--- config.mk ---
export PLATFORM = sky130hd
export DESIGN_NAME = fluxo_dados_param
export DESIGN_NICKNAME = d
export VERILOG_FILES = /design/src/rtl/fluxo_dados_param.sv
export SDC_FILE = /design/constraint.sdc
export NUM_CORES = 1
export LEC_CHECK = 0
export ABC_AREA = 1
export BUFFER_PORTS_ARGS = -buffer_cell sky130_fd_sc_hd__buf_2
export CAP_MARGIN = 15
export CELL_PAD_IN_SITES_DETAIL_PLACEMENT = 1
export CELL_PAD_IN_SITES_GLOBAL_PLACEMENT = 1
export CORE_UTILIZATION = 31
export CTS_CLUSTER_SIZE = 8
export DETAILED_ROUTE_END_ITERATION = 7
export PLACE_DENSITY_LB_ADDON = 0.12
export SLEW_MARGIN = 20
export SYNTH_ARGS = -nofsm -noshare
export SYNTH_HDL_FRONTEND = slang
export SYNTH_SLANG_ARGS = --single-unit
--- constraint.sdc ---
create_clock -name clock -period 1.22 [get_ports clock]
set_input_delay 0.122 -clock clock [delete_from_list [all_inputs] [get_ports clock]]
set_output_delay 0.122 -clock clock [all_outputs]
set_load 0.02 [all_outputs]
--- src/rtl/fluxo_dados_param.sv ---
// fluxo_dados_param: modulo-MODULO up/down counter with saturating parallel
// load, unsigned magnitude comparator against chaves, terminal-count flag
// and a saturating counter of rising edges of the equality flag.
//
// Configuration macro: COMPARADOR_REG_EN
//   undefined (default): menor/maior/igual are combinational.
//   defined            : menor/maior/igual are registered (1-cycle latency)
//                        and forced to 0 while reset is asserted.
module fluxo_dados_param #(
  parameter int N      = 4,
  parameter int MODULO = 16
) (
  input  logic         clock,
  input  logic         reset,
  input  logic         zera,
  input  logic         carrega,
  input  logic         conta,
  input  logic         desce,
  input  logic [N-1:0] chaves,
  output logic         menor,
  output logic         maior,
  output logic         igual,
  output logic         fim,
  output logic [N-1:0] db_contagem,
  output logic [N-1:0] db_acertos
);

  // Terminal value when counting up; also the ceiling for a saturating load.
  localparam logic [N-1:0] LAST        = N'(MODULO - 1);
  // MODULO may equal 2^N, so the load check is done one bit wider.
  localparam logic [N:0]   MOD_EXT     = (N + 1)'(MODULO);
  localparam logic [N-1:0] ACERTOS_MAX = {N{1'b1}};

  logic [N-1:0] contagem_q, contagem_d;
  logic [N-1:0] acertos_q, acertos_d;
  logic         igual_hist_q;
  logic [N-1:0] carga_sat;
  logic         lt_c, gt_c, eq_c;
  logic         match_edge;

  // Load value clipped to MODULO-1 so the counter never leaves its range.
  assign carga_sat = ({1'b0, chaves} >= MOD_EXT) ? LAST : chaves;

  // Next count: clear beats load beats count; otherwise hold.
  always_comb begin
    contagem_d = contagem_q;
    if (zera) begin
      contagem_d = '0;
    end else if (carrega) begin
      contagem_d = carga_sat;
    end else if (conta) begin
      if (desce) begin
        contagem_d = (contagem_q == '0) ? LAST : contagem_q - 1'b1;
      end else begin
        contagem_d = (contagem_q == LAST) ? '0 : contagem_q + 1'b1;
      end
    end
  end

  // Count register.
  always_ff @(posedge clock or negedge reset) begin
    if (!reset) contagem_q <= '0;
    else        contagem_q <= contagem_d;
  end

  // Unsigned magnitude compare of the live count against the switches.
  assign lt_c = (contagem_q <  chaves);
  assign gt_c = (contagem_q >  chaves);
  assign eq_c = (contagem_q == chaves);

`ifdef COMPARADOR_REG_EN
  logic menor_q, maior_q, igual_q;

  // Registered comparator outputs; all-zero while in reset.
  always_ff @(posedge clock or negedge reset) begin
    if (!reset) begin
      menor_q <= 1'b0;
      maior_q <= 1'b0;
      igual_q <= 1'b0;
    end else begin
      menor_q <= lt_c;
      maior_q <= gt_c;
      igual_q <= eq_c;
    end
  end

  assign menor = menor_q;
  assign maior = maior_q;
  assign igual = igual_q;
`else
  assign menor = lt_c;
  assign maior = gt_c;
  assign igual = eq_c;
`endif

  // Rising edge of the equality flag as it appears on the output pin, so the
  // match count follows whichever comparator timing is built.
  assign match_edge = igual & ~igual_hist_q;

  // Saturating match count; a clear in the same cycle as a match wins.
  always_comb begin
    acertos_d = acertos_q;
    if (zera) begin
      acertos_d = '0;
    end else if (match_edge && (acertos_q != ACERTOS_MAX)) begin
      acertos_d = acertos_q + 1'b1;
    end
  end

  // Match counter and the one-cycle history of the equality output.
  always_ff @(posedge clock or negedge reset) begin
    if (!reset) begin
      acertos_q    <= '0;
      igual_hist_q <= 1'b0;
    end else begin
      acertos_q    <= acertos_d;
      igual_hist_q <= igual;
    end
  end

  // Terminal flag depends only on direction and count, not on the enable.
  assign fim = desce ? (contagem_q == '0) : (contagem_q == LAST);

  assign db_contagem = contagem_q;
  assign db_acertos  = acertos_q;

endmodule

==> Word level (Yosys, flattened, before mapping) <==
Index checks and enable logic that the tools add are counted.
{ "word_totals": {"out_inout_bits": 12, "word_cells": 26, "ff_bits": 9, "inputBits": 10} }
{ "classes": {"mux": 9, "n_eq_ne": 3, "n_lt_le_gt_ge": 2, "bitwise_logic": 2, "reduce_logical": 4, "n_addsub": 3} }
{ "ops": {"columns": ["cell", "count"], "rows": [
  ["4-bit two-way mux", 8],
  ["4-bit by 1-bit adder with 4-bit output (second input constant)", 2],
  ["4-bit == test", 1],
  ["4-bit == test (second input constant)", 1],
  ["4-bit > comparator", 1],
  ["4-bit zero test", 1],
  ["4-bit < comparator", 1],
  ["4-bit inequality test (second input constant)", 1],
  ["4-bit by 1-bit subtractor with 4-bit output (second input constant)", 1],
  ["3-bit nonzero test", 1],
  ["2-bit nonzero test", 1],
  ["1-bit bitwise AND", 1],
  ["1-bit logical AND", 1],
  ["1-bit two-way mux", 1],
  ["1-bit inverter", 1]
]} }

==> Depth between registers and ports, before layout <==
Gate-level depths: netlist (run 1).
{ "logic_depth": {"ltp_word": 6, "depth_mapped": 10} }

==> Least setup slack after synthesis (run 1) <==
OpenSTA, ideal clock, no wires.
{ "synth_timing": {"path_kind": "reg-to-output", "startpoint": "register contagem_q[1] (netlist: db_contagem[1])", "endpoint": "output maior", "t_required_ns": 1.098, "path_stages_with_launch": 8, "arrival_ns": 1.832, "n_path_buf": 0, "slack_ns": -0.734, "cell_sequence": "dfrtp_1 -> ha_1 -> inv_1 -> nor2_1 -> nor2_1 -> nor2_1 -> a211oi_1 -> nor2_1"} }
{ "synth_via": {"elab_chain_cells": 1} }
{ "synth_rtl": {"columns": ["element", "line", "rtl"], "rows": [
  ["start: declaration", "34", "logic [N-1:0] contagem_q, contagem_d;"],
  ["start signal: assignment", "63", "else contagem_q <= contagem_d;"],
  ["4-bit > comparator", "68", "assign gt_c = (contagem_q > chaves);"],
  ["end: declaration", "21", "output logic maior,"]
]} }
Every way passes these cells.

==> Worst setup path after layout (run 1) <==
Ends and elaborated chain as after synthesis.

==> results of run 1 <==
## power by group
group	internal, mW	leakage (nW)	switching, mW	total [mW]
Combinational	0.240	0.452	0.299	0.540
Sequential	0.323	0.115	0.0187	0.342
Clock	0.121	0.0177	0.115	0.236
Total	0.684	0.585	0.433	1.12
## cell usage in the layout (no fill, tap or decap), types with 2 or more instances in the layout
master and n:
ha_1 2, buf_2 17, o21ai_1 5, ha_4 4
buf_4 17, dfrtp_2 4, nand3_1 7, nand2_2 5
a21oi_1 3, nand2_4 2, xor2_1 3, nor2_1 9
buf_6 5, nand3_2 2, nand2_1 14, inv_1 9
clkbuf_4 3, dfrtp_1 5, a211oi_2 2, nor2_2 3
inv_2 2
## worst min path at each step
stage,from,endpoint,slack (ns)
floorplan,reset,db_acertos[0]$_DFFE_PN0P_,-0.17
global placement,reset,db_acertos[0]$_DFFE_PN0P_,-0.01
detailed placement,reset,db_acertos[0]$_DFFE_PN0P_,-0.01
CTS,zera,db_acertos[0]$_DFFE_PN0P_,0.13
global route,zera,db_acertos[1]$_DFFE_PN0P_,0.16
finish,conta,db_contagem[3]$_DFFE_PN0P_,0.15
## routing by layer
layer  vias up  share of wire [%]
met2        13                 54
met3         0                2.0
met5         -                  0
met4         0                  0
li1        396                  -
met1       378                 44
## state kept, by name, summed over array words and instances, names as in the netlist
| signal | flops |
|---|---|
| db_acertos | 4 |
| db_contagem | 4 |
| igual_hist_q | 1 |
## through the flow
| step | hold slack (ns) | instances | TNS [ns] |
|---|---|---|---|
| after floorplan | -0.174 | 93 | -1.85 |
| after global placement | -0.0145 | 154 | -1.42 |
| after detailed placement | -0.0134 | 154 | -1.86 |
| after CTS | 0.133 | 160 | -2.84 |
| after global routing | 0.164 | 164 | -4.53 |
| final | 0.151 | 164 | -3.81 |
## timing repair
| item | 4_1_cts | 5_1_grt |
|---|---|---|
| setup endpoints to repair | 12 | 12 |
| hold buffers | 1 | 0 |
| gates resized for setup | 19 | 13 |
| hold endpoints to repair | 9 | 0 |
| cloned | 0 | 0 |
| setup buffers | 1 | 4 |
| pin swaps | 3 | 4 |
## layout make-up
| cell class | instances | area [µm²] |
|---|---|---|
| Fill cell | 259 | 858 |
| Timing Repair Buffer | 40 | 279 |
| Inverter | 12 | 47.5 |
| Clock inverter | 1 | 5.00 |
| Multi-Input combinational cell | 72 | 566 |
| Tap cell | 27 | 33.8 |
| Sequential cell | 9 | 230 |
| Clock buffer | 3 | 22.5 |
## kinds of logic after synthesis
logic type,count (synthesis),synth area share [%]
and+or+nand+nor,46,31.2
AOI/OAI and AO/OA,15,12.8
DFF,9,32.1
buffers and inverters,12,6.42
adders and majority gates,7,12.5
xor gates and xnor gates,4,4.99
## worst min-delay path: cells and delay by family
kind,cells,cell delay [ns]
buffers and inverters,1,0.08
and+or+nand+nor,3,0.18
==> results by group, run 1 <==
Clock network
  • CTS sink cnt: 9
  • Worst skew pair latency: 0.26 ns
  • CTS Buf Count: 3
  • Clock slew at reported path FFs: 0.07 ns
  • CTS tree: yes
  • H-tree depth: 1
  • CTS Buffer Depth: 2
  • Root Buffer: clkbuf_4

Global route
  • Grt total ovfl: 0
  • Gr usage total: 19.7%
  • First-pass GRT wire length: 3650 µm
  • Initial antenna violation count: 0
  • GR Util met3: 2.78%
  • Largest net degree at the start of global routing: 10
  • Vias in the first global route: 839
  • GR Util met2: 37.2%
  • Met1 Use GR: 23.0%
  • Busiest metal layer after global routing: met2

Placement
  • Post-placement setup slack: -0.216 ns
  • I/O Buffers: 21
  • Placed cell area: 0.00100 mm²
  • GPL Wtd Cong: 0.752
  • Dpl hpwl: 1760 µm

Final layout
  • Inserted Diodes: 0
  • Layout cells sized above 1: 55.5%
  • Area Growth Syn to Fin: 68.6%
  • Final core utilization: 58.0%
  • Final Instance Area: 0.00118 mm²
  • Nets: 155

Yosys
  • Syn_nets: 110
  • Asr flop ratio synth: 100%
  • Synth warn: 0
  • Top-area cell type share of the netlist area: 32.1%
  • Ys flop type: dfrtp_1
  • Cell variety after synth: 17
  • Sequential area share after synthesis: 32.1%
  • Post-synthesis register bit count: 9
  • Yosys top cell by area: dfrtp_1
  • Mapped Cells: 93
  • Synthesized cell area: 702 µm²
  • Synthesized area per cell: 7.55 µm²
  • Top cells by area, synth: dfrtp_1 (32%), ha_1 (12%), nand2_1 (9.6%)
  • Post-synth EDFFs: 0
  • Most common cell in the netlist: nand2_1
  • Synth top cells by count: nand2_1 (18), inv_1 (12), nor2_1 (12), nand3_1 (10), dfrtp_1 (9)

Timing
  • Clk_skew: 0.00777 ns
  • Finish-stage setup viols: 14
  • Fin. Hold Viols: 0
  • RSZ-0062 raised after global routing: true
  • Setup slack after layout: -0.445 ns
  • Least-Margin Pin Slew: 0.279 ns
  • Max frequency: 601 MHz
  • Tmin final: 1.66 ns
  • Max Transition Viols Final: 0
  • Tcrit/Tclk final: 136%
  • Relative slew slack: 81.3%

Floorplanning
  • I/O pin count: 22
  • Initial Utilization: 34.4%
  • Die X-Extent: 49.6 µm
  • Core Region: 0.00204 mm²
  • Die extent in y: 49.6 µm
  • Placement Rows: 16
  • Die ar.: 0.00246 mm²

Routing
  • Via density: 4.80
  • 1st-iter DRT viols: 2
  • Final ANT Viol Nets: 0
  • Routed WL: 2370 µm
  • Via count: 787
  • Avg WL per Cell: 14.4 µm
  • Pre-antenna DRT Iters: 2
  • DR DRC count: 0

Pwr
  • Peak VDD IR: 0.874 mV
  • LEAKAGE: 0.585 nW
  • Power Total: 1.12 mW
  • Pwr/cell area: 944 mW/mm²

Worst setup path
  • Worst path bufs/invs: 2
  • Critical path's slowest cell: dfrtp_2
  • Crit path DAT: 1.54 ns
  • CP delay by family, top: flip-flops
  • Cell count along the critical path: 8
  • CP dominant cell by count: nor2_1
  • Worst setup SP type: flip-flop
  • CP Data Required Time: 1.10 ns
  • Max incr delay on CP: 0.43 ns
  • Reg2Reg Depth: 8
  • Critical path cell sequence: ha_4, inv_2, nor2_1, nor2_1, nor2_1, a211oi_2, nor2_2, buf_6
  • Setup CP Type: flip-flop to output pin
  • Crit path max fanout: 3
  • Endpoint class of the critical path: output pin
  • Setup crit end: maior
  • Worst R2R End: db_acertos[0]$_DFFE_PN0P_
  • Setup slack, reg-to-reg: -0.40 ns
  • R2R Path Start: db_contagem[1]$_DFFE_PN0P_
  • Critical path origin: db_contagem[1]$_DFFE_PN0P_

Flow run
  • Max Cap Violations: 0

Run status
  • Failing checks: setup timing
  • Status: finished with violations

Worst hold path
  • Min-Delay Path Depth: 4
  • Hold WC Path Type: input pin to flip-flop
No activity file was read; power rests on OpenSTA's default activity.
==> run 2: changes to the inputs <==
--- a/config.mk
+++ b/config.mk
@@ -10,7 +10,7 @@
 export CAP_MARGIN = 15
 export CELL_PAD_IN_SITES_DETAIL_PLACEMENT = 1
 export CELL_PAD_IN_SITES_GLOBAL_PLACEMENT = 1
-export CORE_UTILIZATION = 31
+export CORE_UTILIZATION = 34
 export CTS_CLUSTER_SIZE = 8
 export DETAILED_ROUTE_END_ITERATION = 7
 export PLACE_DENSITY_LB_ADDON = 0.12
==> constraint.sdc (replaced) <==
create_clock -name clock -period 1.8 [get_ports clock]
set_input_delay 0.18 -clock clock [delete_from_list [all_inputs] [get_ports clock]]
set_output_delay 0.18 -clock clock [all_outputs]
set_load 0.02 [all_outputs]
==> results by group, run 2 (synthesized netlist as in run 1, its figures left out) <==
Timing
  • Clk_skew: 0.00440 ns (-0.00337 ns)
  • Tmin final: 1.75 ns
  • Least-Margin Pin Slew: 0.233 ns (-0.0458 ns)
  • RSZ-0062 raised after global routing: true
  • Worst hold margin: 0.177 ns (+0.0262 ns)
  • Finish-stage setup viols: 0 (-14)
  • Tcrit/Tclk final: 97.0%
  • TNS Setup: 0 ns (+3.81 ns)
  • Max Transition Viols Final: 0 (unchanged)
  • Max frequency: 573 MHz
  • Relative slew slack: 84.3% (+3.1 points)
  • Fin. Hold Viols: 0 (unchanged)

Global route
  • Largest net degree at the start of global routing: 10 (unchanged)
  • Vias in the first global route: 694 (-17%)
  • First-pass GRT wire length: 2970 µm (-19%)
  • Grt total ovfl: 0 (unchanged)
  • Gr usage total: 19.2% (-0.47 points)
  • Initial antenna violation count: 0 (unchanged)

Worst hold path
  • Hold WC Path Type: input pin to flip-flop

Routing
  • 1st-iter DRT viols: 5 (+3)
  • Routed WL: 2000 µm (-15%)
  • Final ANT Viol Nets: 0 (unchanged)
  • Pre-antenna DRT Iters: 4 (+2)
  • Via count: 753 (-4.3%)
  • DR DRC count: 0 (unchanged)
  • Via density: 4.95 (+3.2%)
  • Avg WL per Cell: 13.2 µm (-8.7%)

Pwr
  • LEAKAGE: 0.502 nW (-14%)
  • P_sw: 0.246 mW (-43%)
  • Power Total: 0.658 mW (-41%)
  • Peak VDD IR: 0.291 mV (-67%)
  • Power share of the clock group: 23.5% (+2.4 points)
  • Flop pwr share: 36.0% (+5.4 points)
  • Comb pwr share: 40.5% (-7.8 points)
  • Pwr/cell area: 680 mW/mm² (-28%)
  • Sw frac: 37.3% (-1.4 points)
  • Int Power: 0.412 mW (-40%)

Floorplanning
  • Die extent in y: 47.4 µm (-4.3%)
  • I/O pin count: 22 (unchanged)
  • Core Region: 0.00194 mm² (-4.9%)
  • Initial Utilization: 36.1% (+1.8 points)
  • Placement Rows: 16 (unchanged)
  • Die ar.: 0.00225 mm² (-8.5%)
  • Die X-Extent: 47.4 µm (-4.3%)

Clock network
  • Clock slew at reported path FFs: 0.07 ns (about the same)
  • Worst skew pair latency: 0.25 ns (about the same)
  • CTS Buf Count: 3 (unchanged)
  • H-tree depth: 1 (unchanged)
  • CTS tree: yes
  • CTS sink cnt: 9 (unchanged)
  • Root Buffer: clkbuf_4
  • CTS Buffer Depth: 2 (unchanged)

Placement
  • Placed cell area: 846 µm² (-16%)
  • I/O Buffers: 21 (unchanged)
  • GPL Wtd Cong: 0.792 (+5.4%)
  • Dpl hpwl: 1520 µm (-14%)
  • Placed Cells: 141 (-8.4%)

Worst setup path
  • Max incr delay on CP: 0.43 ns (about the same)
  • CP Data Required Time: 1.62 ns (+0.52 ns)
  • Worst setup SP type: flip-flop
  • Endpoint class of the critical path: output pin
  • Setup CP Type: flip-flop to output pin
  • Critical path's slowest cell: dfrtp_2
  • Critical path cell sequence: ha_1, nand2_2, nor2_1, a211oi_2, nor2_1, buf_2
  • CP dominant cell by count: nor2_1
  • Crit path DAT: 1.57 ns (+0.03 ns)
  • Crit path max fanout: 3 (unchanged)

Flow run
  • Max Cap Violations: 0 (unchanged)

Final layout
  • Area Growth Syn to Fin: 37.8%
  • Most frequent cells in the layout: buf_2 (20), nand2_1 (18), nor2_1 (11)
  • Non-filler cells in the finished layout: 152 (-7.3%)
  • Most common cell after layout, fill and taps aside: buf_2
  • Nets: 143 (-7.7%)
  • Inserted Diodes: 0 (unchanged)
  • Layout cells sized above 1: 38.4% (-17 points)
  • Final Instance Area: 967 µm² (-18%)

Run status
  • Status: finished clean
## run 2: power by group through the flow
| stage | clock [mW] | sequential (mW) | combinational, mW |
|---|---|---|---|
| after floorplan | 0 | 0.256 | 0.132 |
| after detailed placement | 0 | 0.246 | 0.217 |
| after global placement | 0 | 0.245 | 0.213 |
| after global routing | 0.171 | 0.239 | 0.298 |
| final | 0.155 | 0.237 | 0.266 |
| after CTS | 0.159 | 0.240 | 0.228 |
## run 2: worst max-delay path: cells and delay by family, from the launching register on
kind / cells / cell delay, ns
adder cells (fa/ha/maj): 1 / 0.29
buffers and inverters: 1 / 0.16
AO/OA/AOI/OAI: 1 / 0.23
AND/OR/NAND/NOR: 3 / 0.21
flip-flops: 1 / 0.43
## run 2: routing by layer
| metal | vias up | global-route usage, % | routed length (µm) |
|---|---|---|---|
| met4 | 0 | 6.86 | 22 |
| met2 | 16 | 36.7 | 1080 |
| li1 | 370 | - | - |
| met1 | 365 | 21.5 | 839 |
| met3 | 2 | 2.26 | 56 |
| met5 | - | 0 | 0 |
## run 2: stage by stage
step	setup slack [ns]	util, %
final	0.0533	49.8
after global routing	-0.0640	49.8
after CTS	0.00178	46.0
after detailed placement	0.209	43.6
after global placement	0.231	43.6
after floorplan	0.0516	-
## run 2: timing repair
item	CTS	global route
setup buffers	1	5
hold buffers	1	0
setup endpoints to repair	2	4
hold endpoints to repair	9	0
gates resized for setup	3	10
pin swaps	0	2
## run 2: final cells by class
type | count | area (µm²)
Clock buffer | 4 | 26.3
Fill cell | 271 | 975
Inverter | 12 | 47.5
Multi-Input combinational cell | 72 | 467
Sequential cell | 9 | 230
Tap cell | 27 | 33.8
Timing Repair Buffer | 28 | 163
## run 2: path summary, 6_finish.rpt
| kind | slack, ns | cells after the start | from | endpoint |
|---|---|---|---|---|
| worst min-delay path | 0.18 | 2 | zera | db_acertos[0]$_DFFE_PN0P_ |
| min in group asynchronous | 0.31 | 2 | reset | db_contagem[2]$_DFFE_PN0P_ |
| max in group asynchronous | 1.29 | 2 | reset | db_contagem[3]$_DFFE_PN0P_ |
| worst max register to register | 0.35 | 6 | db_contagem[0]$_DFFE_PN0P_ | db_acertos[2]$_DFFE_PN0P_ |
| worst min register to register | 0.58 | 2 | db_contagem[3]$_DFFE_PN0P_ | db_contagem[3]$_DFFE_PN0P_ |
| worst max-delay path | 0.05 | 6 | db_contagem[2]$_DFFE_PN0P_ | maior |
